[config.mk]
export PLATFORM = sky130hd
export DESIGN_NAME = cas_sort_net
export DESIGN_NICKNAME = d
export VERILOG_FILES = /design/src/rtl/cas_pkg.sv /design/src/rtl/cas_cell.sv /design/src/rtl/cas_sort_net.sv
export SDC_FILE = /design/constraint.sdc
export NUM_CORES = 2
export LEC_CHECK = 0
export ABC_AREA = 1
export CAP_MARGIN = 0
export CELL_PAD_IN_SITES_DETAIL_PLACEMENT = 1
export CELL_PAD_IN_SITES_GLOBAL_PLACEMENT = 2
export CORE_UTILIZATION = 36
export DETAILED_ROUTE_END_ITERATION = 8
export PLACE_DENSITY = 0.91
export SLEW_MARGIN = 20
export SYNTH_ARGS = -nofsm -noshare
export SYNTH_HDL_FRONTEND = slang
export SYNTH_SLANG_ARGS = --single-unit
[constraint.sdc]
create_clock -name clk -period 30.5 [get_ports clk]
set_input_delay 3.05 -clock clk [delete_from_list [all_inputs] [get_ports clk]]
set_output_delay 3.05 -clock clk [all_outputs]
set_load 0.005 [all_outputs]
[src/rtl/cas_pkg.sv]
// Shared helpers for the bitonic compare-and-swap sorting network:
// stage-count arithmetic, the IEEE-754 ordering key map and the record layout width.
package cas_pkg;

  function automatic int clog2(input int n);
    int r;
    r = 0;
    for (int i = 0; i < 31; i++) begin
      if ((1 << i) < n) r = i + 1;
    end
    return r;
  endfunction

  function automatic int num_stages(input int n);
    int l;
    l = clog2(n);
    return l * (l + 1) / 2;
  endfunction

  // Record is packed as {valid, index, value}, valid in the MSB.
  function automatic int rec_width(input int addrw, input int wl);
    return 1 + addrw + wl;
  endfunction

  // Maps a w-bit IEEE-754 pattern onto an unsigned key with the same order
  // (negatives inverted, non-negatives get the sign bit set); upper bits are zero.
  function automatic logic [63:0] float_key(input logic [63:0] v, input int unsigned w);
    logic [63:0] mask;
    logic [63:0] sbit;
    mask = (w >= 64) ? '1 : ((64'd1 << w) - 64'd1);
    sbit = 64'd1 << (w - 1);
    if ((v & sbit) != 64'd0) return ~v & mask;
    return (v ^ sbit) & mask;
  endfunction

endpackage

[src/rtl/cas_cell.sv]
// Combinational compare-exchange of two {valid, index, value} records.
// CAS_TIEBREAK_INDEX_EN: equal keys of valid records are ordered by ascending index.
module cas_cell
  import cas_pkg::*;
#(
  parameter  int ADDRW     = 10,
  parameter  int WL        = 32,
  parameter  int FLOAT_KEY = 1,
  localparam int RW        = rec_width(ADDRW, WL)
) (
  input  logic [RW-1:0] a_i,
  input  logic [RW-1:0] b_i,
  input  logic          desc_i,
  input  logic          rev_i,
  output logic [RW-1:0] lo_o,
  output logic [RW-1:0] hi_o
);

  typedef struct packed {
    logic             valid;
    logic [ADDRW-1:0] index;
    logic [WL-1:0]    value;
  } rec_t;

  rec_t a;
  rec_t b;
  logic swap;

  assign a = a_i;
  assign b = b_i;

  // Strict "x precedes y": valid first, then key in frame direction, then tie rule.
  function automatic logic precedes(input rec_t x, input rec_t y, input logic desc);
    logic [63:0] kx;
    logic [63:0] ky;
    logic        r;
    kx = (FLOAT_KEY != 0) ? float_key(64'(x.value), WL) : 64'(x.value);
    ky = (FLOAT_KEY != 0) ? float_key(64'(y.value), WL) : 64'(y.value);
    r  = 1'b0;
    if (x.valid != y.valid) r = x.valid;
    else if (x.valid && (kx != ky)) r = desc ? (kx > ky) : (kx < ky);
`ifdef CAS_TIEBREAK_INDEX_EN
    else if (x.valid) r = (x.index < y.index);
`endif
    return r;
  endfunction

  // A reversed cell sorts its pair against the frame order, as bitonic merging needs.
  assign swap = rev_i ? precedes(a, b, desc_i) : precedes(b, a, desc_i);
  assign lo_o = swap ? b_i : a_i;
  assign hi_o = swap ? a_i : b_i;

endmodule

[src/rtl/cas_sort_net.sv]
// Fully pipelined bitonic sorting network, one registered CAS layer per stage.
// CAS_TIEBREAK_INDEX_EN selects index-ordered ties inside every cas_cell.
module cas_sort_net
  import cas_pkg::*;
#(
  parameter int NUM_LANES = 4,
  parameter int ADDRW     = 10,
  parameter int WL        = 32,
  parameter int FLOAT_KEY = 1
) (
  input  logic                       clk,
  input  logic                       rst,
  input  logic                       ena,
  input  logic                       in_vld,
  input  logic                       in_desc,
  input  logic [NUM_LANES-1:0]       in_valid,
  input  logic [NUM_LANES*ADDRW-1:0] in_index,
  input  logic [NUM_LANES*WL-1:0]    in_value,
  output logic                       out_vld,
  output logic                       out_desc,
  output logic [NUM_LANES-1:0]       out_valid,
  output logic [NUM_LANES*ADDRW-1:0] out_index,
  output logic [NUM_LANES*WL-1:0]    out_value
);

  localparam int L = clog2(NUM_LANES);
  localparam int S = num_stages(NUM_LANES);

  typedef struct packed {
    logic             valid;
    logic [ADDRW-1:0] index;
    logic [WL-1:0]    value;
  } rec_t;

  rec_t       in_rec [NUM_LANES];
  rec_t       rec_d  [S][NUM_LANES];
  rec_t       rec_q  [S][NUM_LANES];
  logic [S-1:0] vld_q;
  logic [S-1:0] desc_q;

  for (genvar i = 0; i < NUM_LANES; i++) begin : g_in
    assign in_rec[i] = '{valid: in_valid[i],
                         index: in_index[i*ADDRW +: ADDRW],
                         value: in_value[i*WL +: WL]};
  end

  // Phase p merges blocks of K = 2^p lanes; step q compares lanes J apart.
  for (genvar p = 1; p <= L; p++) begin : g_phase
    for (genvar q = 0; q < p; q++) begin : g_step
      localparam int SI = p * (p - 1) / 2 + q;
      localparam int J  = 1 << (p - 1 - q);
      localparam int K  = 1 << p;

      rec_t src [NUM_LANES];
      logic src_desc;

      if (SI == 0) begin : g_first
        assign src      = in_rec;
        assign src_desc = in_desc;
      end else begin : g_next
        assign src      = rec_q[SI-1];
        assign src_desc = desc_q[SI-1];
      end

      for (genvar i = 0; i < NUM_LANES; i++) begin : g_lane
        if ((i & J) == 0) begin : g_cell
          cas_cell #(
            .ADDRW    (ADDRW),
            .WL       (WL),
            .FLOAT_KEY(FLOAT_KEY)
          ) u_cell (
            .a_i   (src[i]),
            .b_i   (src[i+J]),
            .desc_i(src_desc),
            .rev_i ((i & K) != 0),
            .lo_o  (rec_d[SI][i]),
            .hi_o  (rec_d[SI][i+J])
          );
        end
      end
    end
  end

  always_ff @(posedge clk or posedge rst) begin
    if (rst) begin
      vld_q  <= '0;
      desc_q <= '0;
      for (int s = 0; s < S; s++) begin
        for (int i = 0; i < NUM_LANES; i++) rec_q[s][i] <= '0;
      end
    end else if (ena) begin
      vld_q[0]  <= in_vld;
      desc_q[0] <= in_desc;
      for (int s = 1; s < S; s++) begin
        vld_q[s]  <= vld_q[s-1];
        desc_q[s] <= desc_q[s-1];
      end
      for (int s = 0; s < S; s++) begin
        for (int i = 0; i < NUM_LANES; i++) rec_q[s][i] <= rec_d[s][i];
      end
    end
  end

  assign out_vld  = vld_q[S-1];
  assign out_desc = desc_q[S-1];

  for (genvar i = 0; i < NUM_LANES; i++) begin : g_out
    assign out_valid[i]                 = rec_q[S-1][i].valid;
    assign out_index[i*ADDRW +: ADDRW]  = rec_q[S-1][i].index;
    assign out_value[i*WL +: WL]        = rec_q[S-1][i].value;
  end

endmodule

==> qor.txt <==
Die Span Y: 316 um
Detailed Route WL: 128000 um
Leading area contributor after synthesis: dfrtp_1
Unrepaired setup endpoints after global routing: false
Hold buffers post-CTS: 0
Hold Path Class: flop to flop
FP Rows: 114
Design Area, Final: 0.0415 mm^2
Max_slew headroom: 30.7%
CTS Buffer Depth: 3
Type of origin of the critical path: primary input
Via count: 33171
DP Wirelength: 95400 um
Largest net degree at the start of global routing: 224
Final setup fails: 0
Syn Area/Cell: 7.11 um^2
Kind of critical path: primary input to flop
Max Cap Viol: 0
Vias in the first global route: 32843
Leak: 22.1 nW
Asr flop ratio synth: 100%
Drt first-iter violations: 2372
Final Max Tran Viols: 0
Pwr Density: 72.6 mW/mm^2
Max VDD drop: 46.8 uV
CTS sink count: 522
Total Power: 3.01 mW
Final net count: 5499
Layout cells sized above 1: 3.44%
Synth Warn #: 0
Synth area leaders: dfrtp_1 37%, nand2_1 19%, nand3_1 14%, ha_1 7.2%, inv_1 6.0%
Worst-Skew Late Latency: 660 ps
Synth unique cells: 32
Total track usage: 25.6%
Fmax: 137 MHz
CTS tree: yes
First-pass GRT wire length: 198000 um
Placed inst area: 0.0393 mm^2
Syn-to-layout area delta: 16.9%
Core box area: 0.0971 mm^2
Hold Vio Cnt, Final: 0
Total CTS buffers: 61
Chip width: 316 um
Min Tclk post-route: 7270 ps
TNS Setup: 0 ps
Final ANT Viol Nets: 0
H-tree levels: 2
Critical Path AT: 7870 ps
Seq cells post-synth: 522
Number of top-level pins: 351
Post-Layout Cell Count: 6447
Final core utilization: 42.7%
# DRC: 0
Slew @ Worst Pin: 1040 ps
Die area: 0.0999 mm^2
Register area share after synthesis: 36.8%
Via/cell ratio: 5.15
Initial antenna violation count: 5
Outcome: completed
Synth Instances: 4994
Min Hold Slack: 475 ps
Final setup margin: 23230 ps
Area of the mapped netlist: 0.0355 mm^2
Buffer count from post-CTS setup fixing: 0
Port-buffer cells: 350
Cells after DPL: 6331
Most common cell in the synthesized netlist: nand2_1
Critical Path RT: 31090 ps
Fin Clk Skew: 23.1 ps
EDFF count, synth: 0
GPL Wtd Cong: 0.890
Most frequent cells after synthesis: 1757 x nand2_1, 1027 x nand3_1, 564 x inv_1, 522 x dfrtp_1, 204 x ha_1
Tcrit/Tclk final: 23.9%
Post-CTS Resized: 0
Clock slew at reported path FFs: 60 ps
Setup Slack @ Placement: 22600 ps
CP Capture Type: flop
Initial core utilization: 36.6%
Post-synth top area share: 36.8%
Overflow after GRT: 0
Max FO, Critical Path: 85
Drt wl/cell: 19.9 um
Commonest register cell after synthesis: dfrtp_1
DR pass1 iterations: 5
CTS root buf: clkbuf_16
Syn nets: 5375
cells by family (layout without fill, tap and decap cells):
group	count (synthesis)	count (layout)	synth area share, %
compound gates	129	129	1.92
xor+xnor	372	372	9.18
fa+ha+maj	204	204	7.19
buf+inv	898	1074	10.7
flops	522	522	36.8
other cells	0	1	0
simple gates	2869	2869	34.2
per-layer routing:
layer	track usage, %	vias up	wire length (um)
li1	-	15907	-
met1	38.6	16365	63100
met2	38.9	748	56100
met3	2.50	147	5730
met4	6.48	4	3170
met5	0	-	22
cell type report:
class                           count  area, um^2
Clock inverter                     34         477
Antenna cell                        1        2.50
Fill cell                       12123       55600
Timing Repair Buffer              391        3830
Inverter                          568        2150
Clock buffer                       81        1710
Tap cell                         1276        1600
Multi-Input combinational cell   3574       18700
Sequential cell                   522       13100
report_power, final:
group	total, mW	leakage [nW]	switching [mW]	internal, mW
combinational	1.19	14.7	0.699	0.489
sequential	1.02	6.37	0.176	0.846
clock	0.804	1.08	0.323	0.481
sequential cells by signal (all words and copies together) (netlist names):
register,cells
g_phase.g_step.src,344
out_value,128
out_index,40
out_valid,4
desc_q,3
vld_q,3
worst paths after layout:
path,from,to,slack [ps],cells after the start
worst max-delay path,in_value[95],g_phase[2].g_step[0].src[75],23230,17
worst min-delay path,vld_q[0],vld_q[1],480,2
worst max register to register,g_phase[2].g_step[1].src[160],out_index[7],26000,18
worst min register to register,vld_q[0],vld_q[1],480,2
max in group asynchronous,rst,g_phase[2].g_step[0].src[42],25150,4
min in group asynchronous,rst,out_value[102],2880,2
cells in the final DEF (no fill, tap or decap), types with 29 or more instances in the layout:
master,netlist,final
a21oi_1,85,85
buf_4,23,38
clkbuf_16,0,61
clkdlybuf4s50_1,0,344
dfrtp_1,522,518
ha_1,204,204
inv_1,564,563
nand2_1,1757,1752
nand3_1,1027,1027
nor2_1,55,55
o21ai_0,29,29
xnor2_1,186,186
xor2_1,186,186
critical path: stages:
cell	delay (ps)
buf_2	730
inv_1	200
ha_1	360
nand2_1	70
nor2_1	140
nand4_1	190
nor3b_2	380
nand2_1	120
nand3_1	80
nand3_1	100
nand2_2	60
buf_4	690
nand2_2	760
buf_4	530
nand2_1	130
nand3_1	90
nand2_1	100
Note: power is estimated with default switching activity, not from simulation.
